<file path="config.mk">
export PLATFORM = sky130hd
export DESIGN_NAME = spectro_ram_arbiter
export DESIGN_NICKNAME = d
export VERILOG_FILES = /design/src/rtl/spectro_ram_arbiter.sv
export SDC_FILE = /design/constraint.sdc
export NUM_CORES = 1
export LEC_CHECK = 0
export CELL_PAD_IN_SITES_DETAIL_PLACEMENT = 1
export CELL_PAD_IN_SITES_GLOBAL_PLACEMENT = 2
export CORE_MARGIN = 1
export CORE_UTILIZATION = 44
export DETAILED_ROUTE_END_ITERATION = 12
export HOLD_SLACK_MARGIN = 0.08
export PLACE_DENSITY = 0.89
export RECOVER_POWER = 50
export SLEW_MARGIN = 15
export SYNTH_ARGS = -nofsm -noshare
export SYNTH_HDL_FRONTEND = slang
export SYNTH_SLANG_ARGS = --single-unit
</file>
<file path="constraint.sdc">
create_clock -name clk -period 9 [get_ports clk]
set_input_delay 0.9 -clock clk [delete_from_list [all_inputs] [get_ports clk]]
set_output_delay 0.9 -clock clk [all_outputs]
set_load 0.01 [all_outputs]
</file>
<file path="src/rtl/spectro_ram_arbiter.sv">
// rtl/spectro_ram_arbiter.sv - banked display RAM arbiter: reads win, colliding writes queue in a FIFO
// Optional same-cycle write bypass when FIFO is empty: define SPECTRO_ARB_WR_BYPASS_EN.
module spectro_ram_arbiter #(
  parameter int ADDRESS_WIDTH = 12,
  parameter int NO_BANKS      = 2,
  parameter int DATA_WIDTH    = 4,
  parameter int FIFO_DEPTH    = 8
) (
  input  logic                              clk,
  input  logic                              reset,
  input  logic                              wr_valid,
  input  logic [NO_BANKS-1:0]               wr_bank,
  input  logic [ADDRESS_WIDTH-1:0]          wr_addr,
  input  logic [DATA_WIDTH-1:0]             wr_data,
  input  logic                              rd_req,
  input  logic [NO_BANKS-1:0]               rd_bank,
  input  logic [ADDRESS_WIDTH-1:0]          rd_addr,
  output logic                              rd_valid,
  output logic [DATA_WIDTH-1:0]             rd_data,
  output logic [NO_BANKS-1:0]               ram_en,
  output logic [NO_BANKS-1:0]               ram_we,
  output logic [NO_BANKS*ADDRESS_WIDTH-1:0] ram_addr,
  output logic [DATA_WIDTH-1:0]             ram_wdata,
  input  logic [NO_BANKS*DATA_WIDTH-1:0]    ram_rdata,
  output logic                              fifo_full,
  output logic                              overflow
);

  localparam int PTR_W = $clog2(FIFO_DEPTH);
  localparam logic [PTR_W:0]   DEPTH_CNT = (PTR_W+1)'(FIFO_DEPTH);
  localparam logic [PTR_W:0]   CNT_ONE   = (PTR_W+1)'(1);
  localparam logic [PTR_W-1:0] PTR_ONE   = PTR_W'(1);

  logic [NO_BANKS-1:0]      fifo_bank [FIFO_DEPTH];
  logic [ADDRESS_WIDTH-1:0] fifo_addr [FIFO_DEPTH];
  logic [DATA_WIDTH-1:0]    fifo_data [FIFO_DEPTH];
  logic [PTR_W-1:0]         wr_ptr, rd_ptr;
  logic [PTR_W:0]           count, count_nxt;

  logic                     rd_go, wr_go, fifo_empty, full_now;
  logic                     pop, push, push_req, drop, bypass;
  logic [NO_BANKS-1:0]      rd_sel, wr_sel;
  logic [ADDRESS_WIDTH-1:0] wr_src_addr;
  logic [DATA_WIDTH-1:0]    wr_src_data;

  logic                     rd_pend_q;
  logic [NO_BANKS-1:0]      rd_bank_q;
  logic [DATA_WIDTH-1:0]    rd_mux;

  always_comb begin
    rd_go      = rd_req && (rd_bank != '0);
    rd_sel     = rd_go ? rd_bank : '0;
    wr_go      = wr_valid && (wr_bank != '0);
    fifo_empty = (count == '0);
    full_now   = (count == DEPTH_CNT);
    // Head stalls on a bank clash; younger entries never overtake it.
    pop        = !fifo_empty && ((fifo_bank[rd_ptr] & rd_sel) == '0);
`ifdef SPECTRO_ARB_WR_BYPASS_EN
    bypass     = wr_go && fifo_empty && ((wr_bank & rd_sel) == '0);
`else
    bypass     = 1'b0;
`endif
    push_req   = wr_go && !bypass;
    push       = push_req && (!full_now || pop);
    drop       = push_req && full_now && !pop;

    wr_sel      = '0;
    wr_src_addr = '0;
    wr_src_data = '0;
    if (pop) begin
      wr_sel      = fifo_bank[rd_ptr];
      wr_src_addr = fifo_addr[rd_ptr];
      wr_src_data = fifo_data[rd_ptr];
    end else if (bypass) begin
      wr_sel      = wr_bank;
      wr_src_addr = wr_addr;
      wr_src_data = wr_data;
    end

    count_nxt = count;
    if (push && !pop)
      count_nxt = count + CNT_ONE;
    else if (pop && !push)
      count_nxt = count - CNT_ONE;
  end

  always_comb begin
    ram_en    = rd_sel | wr_sel;
    ram_we    = wr_sel;
    ram_wdata = wr_src_data;
    ram_addr  = '0;
    for (int i = 0; i < NO_BANKS; i++) begin
      if (rd_sel[i])
        ram_addr[i*ADDRESS_WIDTH +: ADDRESS_WIDTH] = rd_addr;
      else if (wr_sel[i])
        ram_addr[i*ADDRESS_WIDTH +: ADDRESS_WIDTH] = wr_src_addr;
    end
  end

  always_comb begin
    rd_mux = '0;
    for (int i = 0; i < NO_BANKS; i++)
      if (rd_bank_q[i])
        rd_mux = ram_rdata[i*DATA_WIDTH +: DATA_WIDTH];
  end

  always_ff @(posedge clk) begin
    if (push) begin
      fifo_bank[wr_ptr] <= wr_bank;
      fifo_addr[wr_ptr] <= wr_addr;
      fifo_data[wr_ptr] <= wr_data;
    end
  end

  always_ff @(posedge clk) begin
    if (reset) begin
      wr_ptr    <= '0;
      rd_ptr    <= '0;
      count     <= '0;
      fifo_full <= 1'b0;
      overflow  <= 1'b0;
      rd_pend_q <= 1'b0;
      rd_bank_q <= '0;
      rd_valid  <= 1'b0;
      rd_data   <= '0;
    end else begin
      if (push)
        wr_ptr <= wr_ptr + PTR_ONE;
      if (pop)
        rd_ptr <= rd_ptr + PTR_ONE;
      count     <= count_nxt;
      fifo_full <= (count_nxt == DEPTH_CNT);
      if (drop)
        overflow <= 1'b1;
      // RAM output appears the cycle after the access; register it once more.
      rd_pend_q <= rd_go;
      rd_bank_q <= rd_sel;
      rd_valid  <= rd_pend_q;
      if (rd_pend_q)
        rd_data <= rd_mux;
    end
  end

endmodule

</file>
---- Yosys cells after proc, flatten, opt, wreduce, memory -nomap -nowiden ----
Memory sizes are Yosys's and may differ from the RTL's. A register that Yosys moved wholly into a read port is not among the register bits.
Cells that the tools add are included.
operators by class
  reductions and logical operators ........ 17
  div/mod/pow operators ................... 0
  bitwise gates (word level) .............. 2
  muxes and demuxes ....................... 20
  order comparisons ....................... 0
  shifts and indexed selects .............. 0
  add/subtract/negate cells ............... 4
  multipliers ............................. 0
  eq/ne operators ......................... 2
operators with widths
  kind                                               number
  2-to-1 mux 12 bit                                  5
  2-to-1 mux 4 bit                                   5
  2-to-1 mux 3 bit                                   6
  == test 4 bit (second input constant)              2
  logical AND 1 bit                                  8
  adder 3 x 1 -> 3 bit (second input constant)       2
  adder 4 x 1 -> 4 bit (second input constant)       1
  zero test 1 bit                                    4
  zero test 4 bit                                    1
  2-to-1 mux 2 bit                                   2
  nonzero test 2 bit                                 2
  subtractor 4 x 1 -> 4 bit (second input constant)  1
  AND 2 bit                                          1
  zero test 2 bit                                    1
  2-to-1 mux 1 bit                                   2
  bitwise OR 2 bit                                   1
  logical OR 1 bit                                   1
word-level totals
  bits in latches ......................... 0
  logic and storage cells ................. 57
  input bits .............................. 44
  RAM bits ................................ 144
  memory bits (read-only) ................. 0
  register bits after elaboration ......... 20
  output and inout port bits .............. 39
  memories ................................ 3
memories
  name       depth  bits a word  rd ports  clocked after Yosys merged registers in  wr ports  RTL line  text
  fifo_addr  8      12           1         1                                        1         35        logic [ADDRESS_WIDTH-1:0] fifo_addr [FIFO_DEPTH];
  fifo_data  8      4            1         1                                        1         36        logic [DATA_WIDTH-1:0] fifo_data [FIFO_DEPTH];
  fifo_bank  8      2            1         1                                        1         34        logic [NO_BANKS-1:0] fifo_bank [FIFO_DEPTH];

---- Depth between registers and ports, before layout ----
  depth in word-level cells ............... 13
  depth in mapped cells ................... 11
  mapped depth without buffers ............ 9

---- Least setup slack after synthesis ----
No wires, ideal clock.
  path type ............................... in2reg
  start point ............................. input rd_bank[1]
  end point ............................... memory fifo_addr[1][0] (enable)
  arrival ................................. 3,072 ps
  stages on the path ...................... 5
  required time ........................... 8,580 ps
  path slack .............................. 5,508 ps
  path buffers ............................ 0
  setup time .............................. 420 ps
  cell sequence ........................... nand2_1 o22ai_2 a31oi_2 nand2b_1 nor3b_1
on the way
  cells in the longest elaborated chain, start to end .. 10
RTL lines
  what                                      RTL line  text
  start, declared                           16        input logic [NO_BANKS-1:0] rd_bank,
  nonzero test 2 bit                        51        rd_go = rd_req && (rd_bank != '0);
  logical AND 1 bit                         51
  2-to-1 mux 2 bit *                        52        rd_sel = rd_go ? rd_bank : '0;
  AND 2 bit *                               57        pop = !fifo_empty && ((fifo_bank[rd_ptr] & rd_sel) == '0);
  zero test 2 bit *                         57
  logical AND 1 bit *                       57
  logical OR 1 bit *                        64        push = push_req && (!full_now || pop);
  logical AND 1 bit *                       64
  2-to-1 mux 1 bit *                        108       if (push) begin
  2-to-1 mux 1 bit (implied by the code) *  110       fifo_addr[wr_ptr] <= wr_addr;
  end, declared                             35
Mark *: on every way between the ends. The rest lies on a longest branch, timed or not.

==> impl_results.md <==
* Status: finished, final reports clean
* Vias/cell at between 5 and 6
* Final worst slack at a little over 4 ns
* Final worst path period need at 4.861 ns
* Initial Utilization at 0.4529
* Post-synth ARST share at 0
* Drt total wl at ~16000 um
* First-pass GRT wire length at roughly 24000 um
* Skew final at 0.01289 ns
* Die area at 16210 um^2
* NumNets Final at 560
* Number of synthesized flops with an enable pin at ~140
* GRT Resource Usage Total at 0.2068
* RSZ-0062 raised after global routing: no
* Post-CTS setup repair buffer count at 0
* Die X at 127.3 um
* Worst slew pin tran at around 1.4 ns
* Cell Area, Synth at ~6900 um^2
* Total Neg Setup Slack at 0 ns
* Static Leak at approximately 2.8 nW
* Distinct cells, synth at 47
* DP HPWL at about 10000 um
* Clk root buf: clkbuf_16
* Sequential area share after synthesis at 0.6924
* Multi-input gate area at slightly below 2000 um^2
* #FFs+latches synth at about 170
* CTS tree: built
* Largest net degree at the start of global routing at just over 40
* Ys flop type: edfxtp_1
* WP data arrival at between 3 and 4 ns
* Antenna violations before repair at 1
* Worst stage delay on the critical path at approximately 0.60 ns
* Worst-path fanout max at 40
* Fin cells at approximately 740
* TritonCTS Buffers at 17
* Htree depth at 4
* CTS clk-pin slew, worst paths at 0.06 ns
* Hold-fix buffers, CTS at 0
* Hold WC Path Type: reg -> reg
* Vias in the first global route at ~4.2k
* CP required at approximately 8.1 ns
* Final GP Congestion at approximately 0.76
* WL per Instance at around 21 um
* IO Count at slightly above 80
* Worst slew margin at 0.07184
* CP delay by family, top: buffers and inverters
* Pwr dens at between 200 and 300 nW/um^2
* Register area at 4786 um^2
* Fmax at about 210 MHz
* # DRC at 0
* Kind of critical path: reg -> out
* Worst slack, placed at 4.619 ns
* Mean post-synth cell area at ~16 um^2
* Worst-Skew Late Latency at about 0.42 ns
* Syn_nets at 470
* Cts repair resizes at 0
* Buf+Inv Stages, Crit Path at 2
* Pwr Total at about 2.3 mW
* Fin. Hold Viols at 0
* Worst-path cell chain: buf_4 -> mux2i_1 -> a22oi_2 -> nand3_1 -> o22a_1 -> nand2_1 -> or2_1 -> o21ai_0 -> clkdlybuf4s50_1
* Worst VDD drop at roughly 0.15 mV
* Slew Limit Fails at 0
* Maximum clock path buffer count at 2
* Via count at 3989
* Number of buffers added on ports at between 80 and 90
* R2R Setup Slk at between 4 and 5 ns
* # fillers at around 1.4k
* CP endpoint kind: output pin
* Synthesized instance count at roughly 420
* Max-cap violations at 0
* Row Count at 45
* Share of post-route cells with drive strength above 1 at 0.1524
* Core ar. at approximately 15000 um^2
* Nature of the critical path startpoint: flip-flop
* Drt pass-1 iters at 4
* DRT iter0 DRCs at 235
* Clock sink total at 167
* Area delta synth->final at 22.65%
* Inst Count DP at a little over 700
* Die H at ~130 um
* Grt ovf at 0
* Crit-path slowest cell: buf_4
* Final Cycle Share at 0.5401
* Setup Viol. Count Final at 0
* Yosys warnings at 0
* Post-route ant nets at 0
-- cells by family after synthesis --
kind of cell | share of synthesized area
AO/OA/AOI/OAI | 0.05414
XOR/XNOR | 0.006338
adder cells (fa/ha/maj) | 0.007243
buffers and inverters | 0.02064
flip-flops | 0.6924
multiplexers | 0.1448
AND/OR/NAND/NOR | 0.07442
-- Yosys cell counts, types with 2 or more instances --
library cell / number / share of area
edfxtp_1: 144 / 0.63
nand2_1: 41 / 0.022
mux4_2: 32 / 0.10
mux2i_1: 28 / 0.041
nor2_1: 27 / 0.015
dfxtp_1: 23 / 0.067
o21ai_1: 16 / 0.012
clkbuf_1: 13 / 0.0071
o21ai_0: 12 / 0.0087
nor2b_1: 7 / 0.0063
a211oi_1: 6 / 0.0065
buf_2: 5 / 0.0036
a22oi_1: 4 / 0.0043
ha_1: 4 / 0.0072
inv_1: 4 / 0.0022
nand3_1: 4 / 0.0029
nor3_1: 4 / 0.0029
nor3b_1: 4 / 0.0043
a21oi_1: 3 / 0.0022
and2_1: 3 / 0.0027
buf_4: 3 / 0.0033
nand2b_1: 3 / 0.0027
xor2_1: 3 / 0.0038
nand3_2: 2 / 0.0029
nor4_2: 2 / 0.0036
o211ai_1: 2 / 0.0022
or2_1: 2 / 0.0018
xnor2_1: 2 / 0.0025
-- path summary, 6_finish.rpt --
check | to | start | cells past startpoint
setup / recovery | ram_addr[0] | flip-flop | 9
hold / removal | rd_data[3]$_SDFFE_PP0P_ | rd_data[3]$_SDFFE_PP0P_ | 2
hold reg to reg | rd_data[3]$_SDFFE_PP0P_ | rd_data[3]$_SDFFE_PP0P_ | 2
setup reg to reg | fifo_bank[0][1]$_DFFE_PP_ | flip-flop | 9
-- state kept, by name, summed over array words and instances (netlist names), named ones only --
signal and count:
wr_ptr 3, fifo_bank 16, count 4, fifo_addr 96, fifo_full 1, overflow 1, rd_bank_q 2, fifo_data 32
rd_data 4, rd_ptr 3, rd_valid 1, rd_pend_q 1
-- area by class of cell --
type,count,area share
well taps,211,0.03115
inverters,4,0.001771
clock inverters,14,0.01284
flip-flops and latches,167,0.5647
repair buffers,94,0.1070
diodes,1,0.0002952
multi-input cells,228,0.2316
clock buffers,18,0.05063
-- power breakdown --
group / switching, mW / internal, mW
logic: 0.369 / 0.336
registers: 0.0293 / 0.882
clock network: 0.284 / 0.376
total: 0.683 / 1.59
-- layout by cell type, fill, tap and decap left out, types with 3 or more instances in the layout --
cell type / n
a211oi_1: 6
a21oi_1: 3
a22oi_1: 4
and2_1: 3
buf_4: 11
clkbuf_16: 17
clkdlybuf4s50_1: 56
clkinv_1: 5
clkinv_4: 3
dfxtp_1: 22
dlygate4sd3_1: 26
edfxtp_1: 144
ha_1: 4
inv_1: 4
mux2i_1: 28
mux4_2: 32
nand2_1: 42
nand2b_1: 3
nand3_1: 5
nor2_1: 27
nor2b_1: 7
nor3b_2: 4
o21ai_0: 12
o21ai_1: 16
xor2_1: 3
-- per-layer routing --
layer	up-vias	global-route usage	share of wire
li1	1823	-	-
met1	2043	0.2576	0.43
met2	105	0.3603	0.51
met3	18	0.04229	0.038
met4	0	0.07073	0.015
met5	-	0	0
-- per-stage QoR --
stage,hold WS [ns],instance area (um^2),util
2_1_floorplan,0.4847,6910,-
3_3_place_gp,0.4733,7989,0.5236
3_5_place_dp,0.4983,7989,0.5236
4_1_cts,0.5083,8527,0.5588
5_1_grt,0.5208,8476,0.5555
6_report,0.4966,8476,0.5555
-- worst register-to-register path, delay by kind of cell, from the launching register on --
kind | cells | cell delay, ns
compound gates | 3 | 0.90
buf+inv | 2 | 1.63
mux | 1 | 0.36
flops | 1 | 0.31
simple gates | 3 | 0.57
Note: power is estimated with default switching activity, not from simulation.
